`src/rtl/i2c_master_word_ctrl.sv`:
```
// Byte/word-level I2C master controller: sequences START, data bits, ACK and STOP
// commands towards a bit-level controller and collects read data and the slave ACK.
module i2c_master_word_ctrl #(
    parameter int DW = 8,
    parameter int CW = 5
) (
    input  logic          Clk,
    input  logic          Rst_n,
    input  logic          Cmd_valid,
    output logic          Cmd_ready,
    input  logic          Start,
    input  logic          Stop,
    input  logic          Read,
    input  logic          Write,
    input  logic          Tx_ack,
    input  logic [DW-1:0] Din,
    output logic [3:0]    Bit_cmd,
    output logic          Bit_txd,
    input  logic          Bit_ack,
    input  logic          Bit_rxd,
    input  logic          I2C_al,
    output logic [DW-1:0] Dout,
    output logic          Rx_ack,
    output logic          I2C_done,
    output logic          Busy,
    output logic          Al
);

    localparam logic [3:0] CMD_NOP   = 4'b0000;
    localparam logic [3:0] CMD_START = 4'b0001;
    localparam logic [3:0] CMD_STOP  = 4'b0010;
    localparam logic [3:0] CMD_WRITE = 4'b0100;
    localparam logic [3:0] CMD_READ  = 4'b1000;

    typedef enum logic [2:0] {
        S_IDLE, S_START, S_WRITE, S_READ, S_ACK, S_STOP, S_DONE
    } state_t;

    state_t        state_reg, state_next;
    logic          start_reg, start_next;
    logic          stop_reg, stop_next;
    logic          read_reg, read_next;
    logic          write_reg, write_next;
    logic          tx_ack_reg, tx_ack_next;
    logic [DW-1:0] sr_reg, sr_next;
    logic [CW-1:0] cnt_reg, cnt_next;
    logic [3:0]    bit_cmd_reg, bit_cmd_next;
    logic          bit_txd_reg, bit_txd_next;
    logic [DW-1:0] dout_reg, dout_next;
    logic          rx_ack_reg, rx_ack_next;
    logic          done_reg, done_next;
    logic          al_reg, al_next;
    logic [DW-1:0] sr_shl;
    logic [DW-1:0] sr_shin;

    // First remaining phase given which command fields are still pending.
    function automatic state_t phase_from(input logic s, input logic w, input logic r, input logic p);
        if (s)      return S_START;
        else if (w) return S_WRITE;
        else if (r) return S_READ;
        else if (p) return S_STOP;
        else        return S_DONE;
    endfunction

    genvar gi;
    generate
        for (gi = 0; gi < DW; gi++) begin : g_shift
            if (gi == 0) begin : g_lsb
                assign sr_shl[gi]  = 1'b0;
                assign sr_shin[gi] = Bit_rxd;
            end else begin : g_upper
                assign sr_shl[gi]  = sr_reg[gi-1];
                assign sr_shin[gi] = sr_reg[gi-1];
            end
        end
    endgenerate

    always_ff @(posedge Clk or negedge Rst_n) begin
        if (!Rst_n) begin
            state_reg   <= S_IDLE;
            start_reg   <= 1'b0;
            stop_reg    <= 1'b0;
            read_reg    <= 1'b0;
            write_reg   <= 1'b0;
            tx_ack_reg  <= 1'b0;
            sr_reg      <= '0;
            cnt_reg     <= '0;
            bit_cmd_reg <= CMD_NOP;
            bit_txd_reg <= 1'b0;
            dout_reg    <= '0;
            rx_ack_reg  <= 1'b0;
            done_reg    <= 1'b0;
            al_reg      <= 1'b0;
        end else begin
            state_reg   <= state_next;
            start_reg   <= start_next;
            stop_reg    <= stop_next;
            read_reg    <= read_next;
            write_reg   <= write_next;
            tx_ack_reg  <= tx_ack_next;
            sr_reg      <= sr_next;
            cnt_reg     <= cnt_next;
            bit_cmd_reg <= bit_cmd_next;
            bit_txd_reg <= bit_txd_next;
            dout_reg    <= dout_next;
            rx_ack_reg  <= rx_ack_next;
            done_reg    <= done_next;
            al_reg      <= al_next;
        end
    end

    always_comb begin
        state_next  = state_reg;
        start_next  = start_reg;
        stop_next   = stop_reg;
        read_next   = read_reg;
        write_next  = write_reg;
        tx_ack_next = tx_ack_reg;
        sr_next     = sr_reg;
        cnt_next    = cnt_reg;
        dout_next   = dout_reg;
        rx_ack_next = rx_ack_reg;
        al_next     = al_reg;

        case (state_reg)
            S_IDLE: begin
                if (Cmd_valid) begin
                    start_next  = Start;
                    stop_next   = Stop;
                    read_next   = Read;
                    write_next  = Write;
                    tx_ack_next = Tx_ack;
                    sr_next     = Din;
                    cnt_next    = CW'(DW - 1);
                    al_next     = 1'b0;
                    state_next  = phase_from(Start, Write, Read, Stop);
                end
            end
            S_START: begin
                if (Bit_ack) state_next = phase_from(1'b0, write_reg, read_reg, stop_reg);
            end
            S_WRITE, S_READ: begin
                if (Bit_ack) begin
                    sr_next  = (state_reg == S_WRITE) ? sr_shl : sr_shin;
                    cnt_next = cnt_reg - 1'b1;
                    if (cnt_reg == '0) state_next = S_ACK;
                end
            end
            S_ACK: begin
                if (Bit_ack) begin
                    if (write_reg) rx_ack_next = Bit_rxd;
                    else           dout_next   = sr_reg;
                    state_next = phase_from(1'b0, 1'b0, 1'b0, stop_reg);
                end
            end
            S_STOP: begin
                if (Bit_ack) state_next = S_DONE;
            end
            S_DONE:  state_next = S_IDLE;
            default: state_next = S_IDLE;
        endcase

        // Arbitration loss aborts the frame and wins over a coincident Bit_ack.
        if (I2C_al && state_reg != S_IDLE) begin
            al_next     = 1'b1;
            dout_next   = dout_reg;
            rx_ack_next = rx_ack_reg;
            if (state_reg != S_DONE) state_next = S_DONE;
        end

        bit_cmd_next = CMD_NOP;
        bit_txd_next = 1'b0;
        case (state_next)
            S_START: bit_cmd_next = CMD_START;
            S_WRITE: begin
                bit_cmd_next = CMD_WRITE;
                bit_txd_next = sr_next[DW-1];
            end
            S_READ:  bit_cmd_next = CMD_READ;
            S_ACK: begin
                bit_cmd_next = write_next ? CMD_READ : CMD_WRITE;
                bit_txd_next = write_next ? 1'b0 : tx_ack_next;
            end
            S_STOP:  bit_cmd_next = CMD_STOP;
            default: bit_cmd_next = CMD_NOP;
        endcase
        done_next = (state_next == S_DONE);
    end

    assign Cmd_ready = (state_reg == S_IDLE);
    assign Busy      = (state_reg != S_IDLE);
    assign Bit_cmd   = bit_cmd_reg;
    assign Bit_txd   = bit_txd_reg;
    assign Dout      = dout_reg;
    assign Rx_ack    = rx_ack_reg;
    assign I2C_done  = done_reg;
    assign Al        = al_reg;

endmodule
```
`config.mk`:
```
export PLATFORM = sky130hd
export DESIGN_NAME = i2c_master_word_ctrl
export DESIGN_NICKNAME = d
export VERILOG_FILES = /design/src/rtl/i2c_master_word_ctrl.sv
export SDC_FILE = /design/constraint.sdc
export NUM_CORES = 1
export LEC_CHECK = 0
export BUFFER_PORTS_ARGS = -buffer_cell sky130_fd_sc_hd__clkbuf_2
export CAP_MARGIN = 30
export CORE_UTILIZATION = 53
export CTS_BUF_LIST = sky130_fd_sc_hd__clkbuf_16
export DETAILED_ROUTE_END_ITERATION = 6
export GPL_ROUTABILITY_DRIVEN = 0
export PLACE_DENSITY = 0.78
export RECOVER_POWER = 100
export SETUP_SLACK_MARGIN = 0.05
export SLEW_MARGIN = 20
export SYNTH_ARGS = -nofsm -noshare
export SYNTH_HDL_FRONTEND = slang
export SYNTH_SLANG_ARGS = --single-unit
```
`constraint.sdc`:
```
create_clock -name Clk -period 2.35 [get_ports Clk]
set_clock_uncertainty 0.1 [all_clocks]
set_input_delay 0.1175 -clock Clk [delete_from_list [all_inputs] [get_ports Clk]]
set_output_delay 0.1175 -clock Clk [all_outputs]
set_load 0.02 [all_outputs]
```
=== After elaboration in Yosys (flattened, before gate mapping) ===
Cells that the tools add are included.

* $add $sub $neg: 1
* Multiplexer cells: 34
* Reductions and logical operators: 13
* Bitwise gates (word level): 2
* Eq/ne operators: 14

{| class="wikitable"
|+ Operators with widths
! operator !! count
|-
| $mux W3 || 13
|-
| $pmux W4 S5 || 1
|-
| $mux W8 || 2
|-
| $pmux W8 S2 || 1
|-
| $eq A3 B3 Y1 const B || 5
|-
| $pmux W3 S5 || 1
|-
| $eq A3 B2 Y1 const B || 4
|-
| $mux W5 || 2
|-
| $pmux W5 S2 || 1
|-
| $mux W1 || 9
|-
| $reduce_and A4 Y1 || 2
|-
| $eq A3 B1 Y1 const B || 2
|-
| $reduce_bool A2 Y1 || 3
|-
| $logic_not A5 Y1 || 1
|-
| $sub A5 B1 Y5 const B || 1
|-
| $mux W2 || 2
|-
| $mux W4 || 1
|-
| $ne A2 B2 Y1 const B || 2
|-
| $reduce_and A2 Y1 || 2
|-
| $logic_not A3 Y1 || 1
|-
| $ne A3 B3 Y1 const B || 1
|-
| $reduce_and A3 Y1 || 1
|-
| $reduce_bool A3 Y1 || 1
|-
| $not A1 Y1 || 2
|-
| 3 further kinds || 3
|}

* Word-level logic and storage cells: 78
* Register bits after elaboration: 36
* Bits of input ports: 19

=== Longest topological paths before layout ===
* Depth after elaboration: 10
* Gate-level depth with buffers: 7

=== Worst setup path after synthesis ===
No wires, ideal clock.

* Path kind: register to register
* Start: register state_reg[1]
* End: register dout_reg[0], in the netlist Dout[0]
* Library setup time: 128 ps
* Clock period less this slack: 1,740 ps
* Buffers on the path: 2
* Cell stages (with the launch flop): 6
* Setup slack: 610 ps
* Arrival: 1,513 ps
* Path through: dfrtp_1 buf_2 nor4_1 nor2b_1 buf_2 mux2_1

* Cells in the longest elaborated chain, start to end: 4
* Elaborated cells between the ends (all ways): 5
* Classes of those cells: 1 x eq/ne; 1 x bitwise; 3 x reduce/logical

{| class="wikitable"
|+ Ends and longest elaborated chain
! item !! line !! RTL
|-
| from (decl) || 39 || <nowiki>state_t state_reg, state_next;</nowiki>
|-
| from (signal assigned) || 95 || <nowiki>state_reg <= state_next;</nowiki>
|-
| $reduce_bool A3 Y1 || 164 || <nowiki>if (I2C_al && state_reg != S_IDLE) begin</nowiki>
|-
| $logic_and A1 B1 Y1 || 164 ||
|-
| $not A1 Y1 (no line) || - ||
|-
| $reduce_and A4 Y1 (no line) * || - ||
|-
| to (signal assigned) || 105 || <nowiki>dout_reg <= dout_next;</nowiki>
|-
| to (decl) || 49 || <nowiki>logic [DW-1:0] dout_reg, dout_next;</nowiki>
|}

Every way passes the cells marked *; elsewhere a longest branch is shown, timed or not.
A chain may end at the register's enable or synchronous reset.

=== Final worst setup path ===
* Start: input port Stop
* End: register bit_cmd_reg[3], in the netlist Bit_cmd[3]

* Cells in the longest elaborated chain, start to end: 10
* Elaborated cells between the ends (all ways): 14
* Classes of those cells: 5 x eq/ne; 9 x mux

{| class="wikitable"
|+ Ends and longest elaborated chain
! item !! line !! RTL
|-
| from (decl) || 12 || <nowiki>input logic Stop,</nowiki>
|-
| $mux W2 * || 61 || <nowiki>else if (p) return S_STOP;</nowiki>
|-
| $mux W3 * || 60 || <nowiki>else if (r) return S_READ;</nowiki>
|-
| $mux W3 * || 59 || <nowiki>else if (w) return S_WRITE;</nowiki>
|-
| $mux W3 * || 58 || <nowiki>if (s) return S_START;</nowiki>
|-
| $mux W3 * || 127 || <nowiki>if (Cmd_valid) begin</nowiki>
|-
| $pmux W3 S5 * || 125 || <nowiki>case (state_reg)</nowiki>
|-
| $mux W3 || 168 || <nowiki>if (state_reg != S_DONE) state_next = S_DONE;</nowiki>
|-
| $mux W3 * || 164 ||
|-
| $eq A3 B3 Y1, or another cell as far along || 173 || <nowiki>case (state_next)</nowiki>
|-
| $pmux W4 S5 * || 173 ||
|-
| net bit_cmd_next[3] || 47 || <nowiki>logic [3:0] bit_cmd_reg, bit_cmd_next;</nowiki>
|-
| to (signal assigned) || 103 || <nowiki>bit_cmd_reg <= bit_cmd_next;</nowiki>
|-
| to (decl) || 47 ||
|}

Mark *: on every way through the listed nets, which the timed path passes. The rest lies on a longest branch.

==> out/qor.csv <==
stage,metric,value,unit
run_status,status,"finished, final reports clean",
placement,Placed Instances,235,
floorplanning,Die Y,59.4,um
detailed_routing,Initial DRT Pass Iterations,4,
layout,Register Area,901,sq um
timing,Max-slew headroom,11.8,%
cts,# hold bufs at CTS,9,
cts,clk_lat worst skew,280,ps
detailed_routing,wire length per cell,14.4,um
worst_setup_path,CP startpoint kind,primary input,
layout,layout cell share with drive strength beyond 1,16.7,%
hold_path,Tightest Hold Check Type,in -> reg,
worst_setup_path,Crit. End Element,flop,
floorplanning,die area,3530,sq um
layout,post-layout util,71.0,%
worst_setup_path,arrival time at the worst endpoint,2220,ps
worst_setup_path,worst r2r src,state_reg[0],
power,Max IR drop VDD,809,uV
layout,Area Growth Syn to Fin,25.2,%
grt,grt total ovfl,0,
worst_setup_path,register-to-register setup slack,280,ps
layout,Layout Cells excl Fill,254,
logic_synthesis,ranking of synthesized cells by area,"dfrtp_1 (52%), mux2_1 (5.2%), nand2_1 (4.7%)",
worst_setup_path,CP Max Fanout,3,
logic_synthesis,yosys warns,0,
layout,NumNets Final,230,
cts,Sink Count,36,
layout,antenna diode count,0,
grt,Global Route Usage Sum,24.0,%
logic_synthesis,Post-synth EDFFs,0,
logic_synthesis,Mapped Area,1750,sq um
grt,vias in the first global route,1331,
logic_synthesis,post-synth top area share,51.6,%
worst_setup_path,WP data required,2430,ps
logic_synthesis,top post-synthesis cells by count,"dfrtp_1 (36), nand2_1 (22), inv_1 (9), mux2_1 (8), a22oi_1 (7)",
logic_synthesis,ys flop type,dfrtp_1,
detailed_routing,vias after detailed routing,1377,
cts,"Setup Fix Bufs, Post-CTS",0,
detailed_routing,drt total wl,3670,um
logic_synthesis,"Seq/Total Area, Yosys",51.6,%
worst_setup_path,Reg2Reg Depth,5,
logic_synthesis,Mean Syn Cell Area,10.9,sq um
logic_synthesis,#FFs+latches synth,36,
grt,global-route wire length before repair,6050,um
logic_synthesis,Post-synth ARST share,100,%
cts,CTS H-tree lvls,2,
grt,initial antenna violation count,0,
timing,fin crit share,91.3,%
hold_path,Hold Path Sink,tx_ack_reg,
logic_synthesis,Cells after Synth,160,
logic_synthesis,"area leader, netlist",dfrtp_1,
worst_setup_path,critical path class,in -> reg,
layout,"Design Area, Final",2180,sq um
hold_path,Cells on Worst Hold Path,2,
grt,largest net degree at the start of global routing,37,
detailed_routing,Via density,5.42,
power,Power Dens Cells,1300,nW/um^2
detailed_routing,DRC,0,
timing,Sum Neg Setup Slack,0,ps
logic_synthesis,count of cell types in the netlist,46,
timing,fmax,0.466,GHz
cts,"CTS clk-pin slew, worst paths",50,ps
floorplanning,Starting Density,56.7,%
timing,WHS,12.5,ps
timing,RSZ-0062 raised after global routing,false,
placement,placed inst area,1960,sq um
power,static leakage,1.05,nW
cts,CTS resizes,0,
cts,CTS Buf Count,5,
cts,clk root buf,clkbuf_16,
floorplanning,Core Box Area,3080,sq um
layout,Multi-input gate area,739,sq um
logic_synthesis,top-count cell post-synth,dfrtp_1,
timing,Fin. Hold Viols,0,
logic_synthesis,Syn Nets,181,
worst_setup_path,RR Endpoint,Bit_cmd[3],
detailed_routing,Post-DRT Antenna Nets,0,
hold_path,HP Start,Tx_ack,
flow_run,max-cap violation count,0,
timing,Final min period,2150,ps
placement,Final HPWL DP,2580,um
cts,clock tree from TritonCTS,yes,
floorplanning,Cell Rows,20,
cts,Bufs on Longest Clock Path,2,
detailed_routing,drt initial violations,71,
placement,Port Buffers,36,
timing,Final Setup Violations,0,
timing,Final Max Slew Viols,0,
floorplanning,Top Ports,37,
timing,Slew @ Worst Pin,1320,ps
layout,Fillers,242,
floorplanning,Die Wd,59.4,um
==> where the power goes <==
group	internal, W	switching (W)
Sequential	0.000866	0.000208
Combinational	0.000391	0.000635
Clock	0.000492	0.000241
==> routing by layer <==
metal	part of all wire [%]	global-route usage [%]	up-vias	wire, um
met2	49	37.2	23	1810
met5	0	0	-	0
met3	3.0	5.46	8	110
met1	45	31.3	683	1640
met4	2.6	12.9	0	97
li1	-	-	663	-
==> worst max path at each step <==
stage	from	end	slack (ps)	cells past startpoint
CTS	state_reg[1]	Bit_cmd[2]	280	5
floorplan	state_reg[1]	Dout[0]	610	5
global placement	state_reg[1]	Bit_cmd[2]	380	5
global route	cnt_reg[2]	Bit_cmd[3]	90	5
finish	Stop	Bit_cmd[3]	200	7
detailed placement	state_reg[1]	Bit_cmd[2]	290	5
==> per-stage QoR <==
stage | setup slack (ps) | power, W
finish | 204 | 0.00283
global route | 88.8 | 0.00301
CTS | 279 | 0.00292
detailed placement | 288 | 0.00216
global placement | 379 | 0.00210
floorplan | 610 | 0.00183
==> kinds of logic after synthesis <==
family / after synthesis / share of synthesized area, %
flip-flops: 36 / 51.6
adder cells (fa/ha/maj): 2 / 1.43
AND/OR/NAND/NOR: 57 / 18.8
XOR/XNOR: 3 / 1.51
multiplexers: 12 / 7.67
AO/OA/AOI/OAI: 32 / 14.3
buffers and inverters: 18 / 4.73
==> layout make-up <==
| cell class | instances | share of cell area (%) |
|---|---|---|
| sequential | 36 | 41.2 |
| multi-input combinational | 106 | 33.8 |
| timing repair buffer | 51 | 13.4 |
| clock buffer | 5 | 5.73 |
| tap | 44 | 2.52 |
| clock inverter | 3 | 1.72 |
| inverter | 9 | 1.55 |
==> cell usage in the layout (no fill, tap or decap), types with 2 or more instances in the layout <==
| master | instances |
|---|---|
| clkbuf_2 | 18 |
| ha_1 | 2 |
| mux2_2 | 3 |
| clkbuf_1 | 20 |
| dfrtp_1 | 36 |
| mux2_1 | 8 |
| inv_1 | 9 |
| clkinv_1 | 2 |
| nor4b_1 | 2 |
| nor3_1 | 2 |
| o21ai_0 | 3 |
| a22oi_1 | 7 |
| nor2_1 | 7 |
| a21oi_1 | 6 |
| nand3b_1 | 5 |
| nand2b_1 | 6 |
| o21bai_1 | 2 |
| nand2_1 | 22 |
| xnor2_1 | 2 |
| a21o_1 | 2 |
| clkbuf_16 | 5 |
| nor4_1 | 2 |
| buf_4 | 2 |
| dlygate4sd3_1 | 10 |
| a311oi_1 | 2 |
| or3_1 | 2 |
==> critical path, cell delays in order <==
cell and delay (ps):
dlygate4sd3_1 530, clkbuf_2 120, or3_1 370, a31o_1 220, a221oi_1 440, nand2_2 150, o32ai_1 280
(Power assumes the default switching activity.)
